File: src/rtl/xor_lane_arbiter.sv
// Round-robin arbiter that lends one shared XOR lane to N_REQ requesters:
// grant, capture operand and key, compute op^key and parity, hold for handshake.
module xor_lane_arbiter #(
  parameter int N_REQ = 3,
  parameter int W     = 12
) (
  input  logic                     clk,
  input  logic                     rst_n,
  input  logic [N_REQ-1:0]         req,
  input  logic [N_REQ*W-1:0]       req_data,
  input  logic [W-1:0]             cfg_key,
  output logic [N_REQ-1:0]         gnt,
  output logic                     res_valid,
  input  logic                     res_ready,
  output logic [W-1:0]             res_data,
  output logic                     res_par,
  output logic [$clog2(N_REQ)-1:0] res_id,
  output logic                     busy,
  output logic [7:0]               done_cnt
);

  localparam int IDW = $clog2(N_REQ);

  localparam logic [1:0] S_IDLE = 2'd0;
  localparam logic [1:0] S_EXEC = 2'd1;
  localparam logic [1:0] S_RESP = 2'd2;

  logic [1:0]     state_q, state_d;
  logic [IDW-1:0] ptr_q, ptr_d;
  logic           run_q;
  logic [W-1:0]   op_q, key_q;
  logic [IDW-1:0] idx_q;
  logic           res_valid_q;
  logic [W-1:0]   res_data_q;
  logic           res_par_q;
  logic [IDW-1:0] res_id_q;
  logic [7:0]     done_cnt_q;

  logic           pick_vld;
  logic [IDW-1:0] pick_idx;
  logic           grant;

  function automatic logic [IDW-1:0] wrap_idx(input int base, input int off);
    int s;
    s = base + off;
    if (s >= N_REQ) s = s - N_REQ;
    return s[IDW-1:0];
  endfunction

  // NOTE: every output of a combinational block gets a default first, so no
  // path through the loop or case can leave a latch behind.
  always_comb begin
    pick_vld = 1'b0;
    pick_idx = '0;
    for (int k = 0; k < N_REQ; k++) begin
      if (!pick_vld && req[wrap_idx(int'(ptr_q), k)]) begin
        pick_vld = 1'b1;
        pick_idx = wrap_idx(int'(ptr_q), k);
      end
    end
  end

  // run_q holds off grants until the first edge after reset release.
  assign grant = run_q && (state_q == S_IDLE) && pick_vld;
  assign gnt   = grant ? ({{(N_REQ-1){1'b0}}, 1'b1} << pick_idx) : '0;

  always_comb begin
    state_d = state_q;
    ptr_d   = ptr_q;
    case (state_q)
      S_IDLE: begin
        if (grant) begin
          state_d = S_EXEC;
          ptr_d   = wrap_idx(int'(pick_idx), 1);
        end
      end
      S_EXEC:  state_d = S_RESP;
      S_RESP:  if (res_ready) state_d = S_IDLE;
      default: state_d = S_IDLE;
    endcase
  end

  // NOTE: state uses non-blocking assignments and an asynchronous active-low
  // reset; every register, datapath included, clears so outputs read 0 in reset.
  always_ff @(posedge clk or negedge rst_n) begin
    if (!rst_n) begin
      state_q     <= S_IDLE;
      ptr_q       <= '0;
      run_q       <= 1'b0;
      op_q        <= '0;
      key_q       <= '0;
      idx_q       <= '0;
      res_valid_q <= 1'b0;
      res_data_q  <= '0;
      res_par_q   <= 1'b0;
      res_id_q    <= '0;
      done_cnt_q  <= '0;
    end else begin
      state_q <= state_d;
      ptr_q   <= ptr_d;
      run_q   <= 1'b1;
      if (grant) begin
        op_q  <= req_data[pick_idx*W +: W];
        key_q <= cfg_key;
        idx_q <= pick_idx;
      end
      if (state_q == S_EXEC) begin
        res_data_q  <= op_q ^ key_q;
        res_par_q   <= ^op_q;
        res_id_q    <= idx_q;
        res_valid_q <= 1'b1;
      end else if (state_q == S_RESP && res_ready) begin
        res_valid_q <= 1'b0;
        done_cnt_q  <= done_cnt_q + 8'd1;
      end
    end
  end

  assign res_valid = res_valid_q;
  assign res_data  = res_data_q;
  assign res_par   = res_par_q;
  assign res_id    = res_id_q;
  assign busy      = (state_q != S_IDLE);
  assign done_cnt  = done_cnt_q;

endmodule
File: config.mk
export PLATFORM = sky130hd
export DESIGN_NAME = xor_lane_arbiter
export DESIGN_NICKNAME = d
export VERILOG_FILES = /design/src/rtl/xor_lane_arbiter.sv
export SDC_FILE = /design/constraint.sdc
export NUM_CORES = 1
export LEC_CHECK = 0
export ABC_AREA = 1
export CORE_UTILIZATION = 29
export CTS_BUF_LIST = sky130_fd_sc_hd__clkbuf_8 sky130_fd_sc_hd__clkbuf_16
export DETAILED_ROUTE_END_ITERATION = 10
export PLACE_DENSITY = 0.59
export SYNTH_ARGS = -nofsm -noshare
export SYNTH_HDL_FRONTEND = slang
export SYNTH_SLANG_ARGS = --single-unit
File: constraint.sdc
create_clock -name clk -period 2.3 [get_ports clk]
set_input_delay 0.345 -clock clk [delete_from_list [all_inputs] [get_ports clk]]
set_output_delay 0.345 -clock clk [all_outputs]
set_load 0.005 [all_outputs]
# After elaboration in Yosys (flattened, before gate mapping)
# Index checks and enable logic that the tools add are counted.
# W data, S select, Z words.
# op_classes
n_eq_ne	4
reduce_logical	14
mul	1
n_addsub	8
n_shift	2
order_cmp	7
n_bitwise	2
mux	22
# ops
cell	count
$shiftx A36 B7 Y12	1
$mux W2	9
$reduce_xor A12 Y1	1
$xor A12 B12 Y12	1
$ge A3 B2 Y1 const B	3
$lt A2 B3 Y1 const B	3
$add A8 B1 Y8 const B	1
$mux W1	8
$sub A2 B2 Y2 const B	4
$add A2 B1 Y3 const B	2
$bmux W1 S2	3
$pmux W2 S3	1
$reduce_and A2 Y1	3
$logic_and A1 B1 Y1	5
$mul A2 B2 Y4 const B	1
$ne A2 B2 Y1 const B	2
$reduce_bool A2 Y1	2
$add A2 B2 Y3 const B	1
$mux W3	1
$shl A1 B2 Y3 const A	1
$eq A2 B1 Y1 const B	1
$eq A2 B2 Y1 const B	1
$ge A2 B2 Y1 const B	1
$logic_not A1 Y1	2
other kinds (2)	2
# totals
elab_cells	71
regBits	55
out_inout_bits	28
in_bits	54

# Logic depth before layout (Yosys ltp)
# Gate-level depths: netlist of run 1.
# logic_depth
ltp_word	14
mapped_depth	14
ltp_nobuf	13

# Worst setup path before layout of run 1
# OpenSTA, ideal clock, no wires.
# synth_timing
path_kind	register -> output
from	reg ptr_q[0]
to	out gnt[2]
path_slack_ps	234
path_stages_with_launch	13
t_required_ps	1955
path_buffers	1
arrival_time_ps	1721
cell_sequence	dfrtp_1 > inv_1 > ha_1 > inv_2 > nand2_1 > nand2_1 > a21oi_4 > nand4_1 > nand2_2 > buf_4 > ha_1 > inv_1 > nor2_1
# synth_via
elab_chain_cells	13
elab_cells_between_ends	30
classes_between	add/sub (5); order compare (3); shift (1); mux (16); reduce/logical (5)
# synth_lines
element	line_no	source
start: declaration	29	logic [IDW-1:0] ptr_q, ptr_d;
start signal: assignment	100	ptr_q <= ptr_d;
branches (longest 12 deep; another with $add A2 B1 Y3)	--	
$mux W3 *	65	assign gnt = grant ? ({{(N_REQ-1){1'b0}}, 1'b1} << pick_idx) : '0;
end: declaration	12	output logic [N_REQ-1:0] gnt,
# Every way passes the cells marked *. The select of a mux whose other input is x is not followed.

# Worst setup path in the final report of run 1
# layout_timing
from	reg ptr_q[1]
to	out gnt[2]
# Same word-level chain as after synthesis.

==> flow_metrics.py, run 1 <==
metrics = {
    "outcome": {
        "outcome": "finished with violations",
        "violations": "setup timing",
    },
    "power_and_ir_drop": {
        "netSwitchingPower_uw": 2430,
        "ir_drop_v": 0.000627,
        "seqPwrFrac": 0.300,
        "p_per_area_mw_per_mm2": 1420,
        "cellLeakagePower_uw": 0.00203,
        "p_comb_frac": 0.589,
        "clockPowerShare": 0.111,
        "switching_share": 0.409,
        "p_int_uw": 3510,
    },
    "critical_path": {
        "slowest_stage": "dfrtp_1",
        "critPathRequiredTime_ns": 1.96,
        "start_kind": "flop",
        "reg2reg_depth": 13,
        "cp.arrival_ns": 2.16,
        "cpPeakStageDelay_ns": 0.42,
        "worst-path-buf-inv": 5,
        "criticalPathCategory": "reg -> out",
        "r2r_start": "ptr_q[1]$_DFFE_PN0P_",
        "worstPathMaxFanout": 4,
        "regToRegSetupSlack_ns": 0.13,
        "r2r_end": "op_q[3]$_DFFE_PN0P_",
        "worstSetupStartpoint": "ptr_q[1]$_DFFE_PN0P_",
        "cp_top_family": "adder cells",
        "endpoint_kind": "output pin",
        "worstPathCellList": "buf_6, ha_4, inv_4, nand2_2, nand2_2, a21oi_4, nand3_2, o21bai_1, inv_1, ha_4, inv_2, nor2_2, buf_2",
    },
    "placement": {
        "numPortBuffers": 81,
        "hpwl_mm": 5.12,
        "dp_cells": 576,
        "gp_congestion": 0.715,
    },
    "clock_tree": {
        "insertion_delay_ns": 0.30,
        "cts.clk_slew.worst_paths_ns": 0.09,
        "ctsLongestPathBuffers": 2,
        "cts_tree": "done",
        "clock-sinks": 55,
        "h-tree-depth": 2,
        "root_buffer": "clkbuf_8",
        "numCtsBuffers": 5,
    },
    "synthesis": {
        "ys.flop_type": "dfrtp_1",
        "syn-cell-area_mm2": 0.00290,
        "synthSimpleGateAreaFrac": 0.231,
        "synth.distinct_cells": 28,
        "ys_warn_count": 0,
        "synth_compound_area_frac": 0.0866,
        "syn_inst": 358,
        "synth_top_family_by_area": "simple AND/OR/NAND/NOR gates",
        "synth_edf_count": 0,
        "synth_adder_area_share": 0.0259,
        "synth_mux_area_frac": 0.00388,
        "synth-seq-area-share": 0.474,
        "synth_seq_cells": 55,
        "syn_avg_cell_area_um2": 8.11,
        "synth-xor-area-share": 0.0845,
        "postSynthNetCount": 418,
        "async_flop_share": 1.00,
    },
    "global_route": {
        "grt-ovfl-total": 0,
        "grt_start_max_net_pins": 56,
        "antenna_found_initial": 0,
        "grt_pass1_vias": 2343,
        "grt_util_all_layers": 0.138,
        "grt_pass1_wl_mm": 11.3,
    },
    "flow_run": {
        "drv_cap": 0,
    },
    "die": {
        "rows": 36,
        "num_io_pins": 82,
        "core_area_mm2": 0.00973,
        "start_util": 0.298,
        "die_y_um": 102,
        "dieArea_mm2": 0.0104,
        "die-width_um": 102,
    },
    "timing": {
        "rsz0062_at_grt": "yes",
        "period_minus_slack_ns": 2.50,
        "min_period_over_period": 1.09,
        "clock_skew_ns": 0.00445,
        "tightest_slew_ns": 0.722,
        "hold_viol": 0,
        "maxSlewViolCount": 0,
        "slew_headroom": 0.518,
        "postLayoutSetupSlackWorst_ns": -0.205,
        "fmax_ghz": 0.399,
        "finalSetupViolCount": 3,
    },
    "finish": {
        "fin_util": 0.430,
        "final_cell_mix": "nand2_1 (85), clkdlybuf4s50_1 (77), dfrtp_1 (55)",
        "drive_gt1_frac": 0.150,
        "nets": 518,
        "final_cells": 592,
        "n_antenna_cell": 0,
        "layout_commonest_cell": "nand2_1",
        "area_growth_pct": 44.2,
    },
    "hold_path": {
        "min-delay-path-class": "in -> async",
    },
    "route": {
        "vias": 2552,
        "finalWirelength_mm": 6.99,
        "drt_drc_violations_left": 0,
        "wl_per_cell_um": 11.8,
        "detail-route-antenna-nets": 0,
        "first_pass_iters": 4,
        "drt-initial-drc-count": 127,
        "drt-vias-per-instance": 4.31,
    },
}
-- cell type report --
class	instances	area (um^2)
clock inverter	2	35.0
fill	1027	5540
tap	133	166
multi-input combinational	240	1330
timing repair buffer	106	1000
clock buffer	6	82.6
inverter	50	190
sequential	55	1380
-- power groups by stage --
stage	sequential, uW	combinational [uW]	clock [uW]
2_1_floorplan	1740	2090	0
3_3_place_gp	1780	3170	0
3_5_place_dp	1800	3220	0
4_1_cts	1790	3410	684
5_1_grt	1840	3940	723
6_report	1780	3500	662
-- synth_stat cells, drive strengths merged (3+ instances only) --
cell type  number  area (um^2)
a21oi          26          141
buf            10         68.8
clkbuf          3         11.3
dfrtp          55         1380
ha              6         75.1
inv            50          188
nand2          94          363
nand3          38          195
nand4           3         25.0
nor2           19         71.3
o21ai          19         95.1
xnor2          20          175
xor2            8         70.1
-- registers in the layout, indices dropped and copies added (netlist names) --
name and count:
run_q 1, idx_q 2, state_q 2, res_id 2, res_valid 1, res_data 12
res_par 1, key_q 12, op_q 12, done_cnt 8, ptr_q 2
-- how the worst max path moves through the flow --
stage                     endpoint  slack (ns)  cells after the start
after global placement      gnt[2]       -0.31                     12
after global routing        gnt[2]       -0.29                     13
after CTS                   gnt[2]       -0.20                     13
after floorplan             gnt[2]        0.23                     12
after detailed placement    gnt[2]       -0.39                     12
final                       gnt[2]       -0.20                     13
-- timing repair --
| item | CTS | global route |
|---|---|---|
| setup endpoints to repair | 4 | 14 |
| endpoints found under the hold margin | 0 | 0 |
| buffers inserted | 7 | 2 |
| pin swaps | 9 | 8 |
| gates resized for setup | 28 | 8 |
| hold buffers | 0 | 0 |
-- worst reg2reg max path, stage by stage, from the launching register on --
cell and delay, ns:
dfrtp_1 0.42, buf_6 0.14, ha_4 0.29, inv_4 0.05, nand2_2 0.05, nand2_2 0.06
a21oi_4 0.15, buf_6 0.12, nand4_1 0.10, nand2_2 0.09, buf_4 0.11, buf_4 0.27
a21oi_1 0.08, a21oi_1 0.16
-- stage by stage --
step | hold WS, ns | setup TNS [ns] | power, uW | instance area (um^2) | worst slack [ns]
after floorplan | 0.0494 | 0 | 3830 | 2900 | 0.234
after global placement | 0.368 | -0.739 | 4940 | 3940 | -0.308
after detailed placement | 0.368 | -0.988 | 5020 | 3940 | -0.387
after CTS | 0.0333 | -0.454 | 5880 | 4140 | -0.200
after global routing | 0.0384 | -0.836 | 6500 | 4190 | -0.295
final | 0.0216 | -0.510 | 5940 | 4190 | -0.205
-- cell families (layout without fill, tap and decap cells) --
kind of cell	Yosys count	count (layout)
XOR/XNOR	28	28
AO/OA/AOI/OAI	47	47
AND/OR/NAND/NOR	157	157
other	1	1
multiplexers	1	1
flip-flops	55	55
adder cells (fa/ha/maj)	6	6
buffers and inverters	63	164
-- per-layer routing --
| metal | track usage | wire length [um] | up-vias |
|---|---|---|---|
| li1 | - | - | 1316 |
| met1 | 0.192 | 3400 | 1167 |
| met2 | 0.220 | 3140 | 63 |
| met3 | 0.0315 | 384 | 6 |
| met4 | 0.0297 | 57 | 0 |
| met5 | 0 | 0 | - |
No activity file was read; power rests on OpenSTA's default activity.
==> run 2: changes to the inputs <==
--- a/config.mk
+++ b/config.mk
@@ -6,6 +6,7 @@
 export NUM_CORES = 1
 export LEC_CHECK = 0
 export ABC_AREA = 1
+export CORE_MARGIN = 3
 export CORE_UTILIZATION = 29
 export CTS_BUF_LIST = sky130_fd_sc_hd__clkbuf_8 sky130_fd_sc_hd__clkbuf_16
 export DETAILED_ROUTE_END_ITERATION = 10
==> flow_metrics.py, run 2 (synthesized netlist as in run 1, its figures left out) <==
metrics = {
    "power_and_ir_drop": {
        "cellLeakagePower_uw": 0.00205,
        "p_per_area_mw_per_mm2": 1400,
        "ir_drop_v": 0.000608,
    },
    "finish": {
        "fillers": 993,
        "nets": 521,
        "final_cell_mix": "nand2_1 (85), clkdlybuf4s50_1 (77), dfrtp_1 (54)",
        "n_antenna_cell": 0,
        "multiInputGateArea_mm2": 0.00139,
        "regArea_mm2": 0.00138,
        "layout_commonest_cell": "nand2_1",
        "area_growth_pct": 46.3,
        "drive_gt1_frac": 0.165,
    },
    "critical_path": {
        "worstPathMaxFanout": 4,
        "critPathRequiredTime_ns": 1.96,
        "endpoint_kind": "output pin",
        "start_kind": "flop",
        "criticalPathCategory": "reg -> out",
        "regToRegSetupSlack_ns": 0.02,
        "cp.arrival_ns": 2.14,
    },
    "clock_tree": {
        "cts.clk_slew.worst_paths_ns": 0.09,
        "insertion_delay_ns": 0.30,
        "root_buffer": "clkbuf_8",
        "clock-sinks": 55,
        "numCtsBuffers": 5,
        "hold_buffers": 0,
        "cts_tree": "done",
        "ctsLongestPathBuffers": 2,
        "h-tree-depth": 2,
    },
    "outcome": {
        "outcome": "finished with violations",
        "violations": "setup timing",
    },
    "placement": {
        "numPortBuffers": 81,
        "gp_congestion": 0.761,
        "post-place-ws_ns": -0.355,
        "hpwl_mm": 5.43,
    },
    "die": {
        "dieArea_mm2": 0.0112,
        "die-width_um": 106,
        "start_util": 0.305,
        "core_area_mm2": 0.00950,
        "num_io_pins": 82,
        "die_y_um": 106,
        "rows": 35,
    },
    "timing": {
        "maxSlewViolCount": 0,
        "period_minus_slack_ns": 2.49,
        "fmax_ghz": 0.402,
        "hold_viol": 0,
        "clock_skew_ns": 0.00509,
        "finalSetupViolCount": 3,
        "worst_hold_slack_ns": 0.0109,
        "min_period_over_period": 1.08,
        "slew_headroom": 0.503,
        "rsz0062_at_grt": "yes",
        "postLayoutSetupSlackWorst_ns": -0.187,
        "tightest_slew_ns": 0.745,
        "setup_tns_ns": -0.529,
    },
    "route": {
        "drt_drc_violations_left": 0,
        "drt-vias-per-instance": 4.32,
        "vias": 2547,
        "first_pass_iters": 4,
        "finalWirelength_mm": 7.20,
        "wl_per_cell_um": 12.2,
        "drt-initial-drc-count": 102,
        "detail-route-antenna-nets": 0,
    },
    "global_route": {
        "grt_pass1_wl_mm": 11.5,
        "antenna_found_initial": 0,
        "grt_pass1_vias": 2383,
        "grt-ovfl-total": 0,
        "grt_start_max_net_pins": 35,
        "grt_util_all_layers": 0.126,
    },
    "hold_path": {
        "min-delay-path-class": "in -> async",
    },
    "flow_run": {
        "drv_cap": 0,
    },
}
-- run 2: area by class of cell --
class	count	share of cell area
repair buffers	109	0.247
multi-input cells	240	0.328
clock inverters	1	0.000884
inverters	50	0.0454
well taps	129	0.0380
clock buffers	5	0.0162
flip-flops and latches	55	0.324
-- run 2: worst paths after layout --
kind,startpoint,endpoint,cells after the start
max in group asynchronous,rst_n,done_cnt[2]$_DFFE_PN0P_,2
max reg2reg,ptr_q[1]$_DFFE_PN0P_,op_q[5]$_DFFE_PN0P_,16
max,ptr_q[1]$_DFFE_PN0P_,gnt[1],14
min in group clk,done_cnt[7]$_DFFE_PN0P_,done_cnt[7]$_DFFE_PN0P_,1
min,rst_n,res_id[0]$_DFFE_PN0P_,1
min reg2reg,done_cnt[7]$_DFFE_PN0P_,done_cnt[7]$_DFFE_PN0P_,1
-- run 2: stage by stage --
| stage | total power (uW) | area [um^2] | cells | utilization |
|---|---|---|---|---|
| 2_1_floorplan | 3830 | 2900 | 358 | - |
| 3_3_place_gp | 4970 | 3940 | 573 | 0.414 |
| 3_5_place_dp | 5050 | 3940 | 573 | 0.414 |
| 4_1_cts | 5750 | 4090 | 584 | 0.431 |
| 5_1_grt | 6550 | 4250 | 589 | 0.447 |
| 6_report | 5960 | 4250 | 589 | 0.447 |
-- run 2: critical path: stages (launching register included) --
cell,delay (ns)
dfrtp_1,0.42
buf_6,0.14
ha_4,0.29
inv_4,0.04
nand2_2,0.05
nand2_2,0.06
a21oi_4,0.15
buf_6,0.12
nand4_1,0.08
nand2_2,0.11
buf_6,0.11
inv_4,0.03
nand2_4,0.07
a21oi_4,0.04
buf_2,0.12
-- run 2: report_power, final --
part | internal [uW] | leakage, uW | switching (uW)
logic | 1840 | 0.00135 | 1860
registers | 1420 | 0.000658 | 348
clock network | 200 | 0.0000413 | 289
total | 3460 | 0.00205 | 2500
-- run 2: what timing repair did --
action	in CTS	in global routing
setup endpoints to repair	10	15
endpoints found under the hold margin	0	0
buffers inserted	6	4
pin swaps	10	8
gates resized for setup	30	20
cloned	0	1
-- run 2: routing by layer --
layer,vias up,share of wire,global-route usage
li1,1321,-,-
met1,1147,0.48,0.179
met2,73,0.44,0.194
met3,6,0.063,0.0310
met4,0,0.011,0.0333
met5,-,0,0
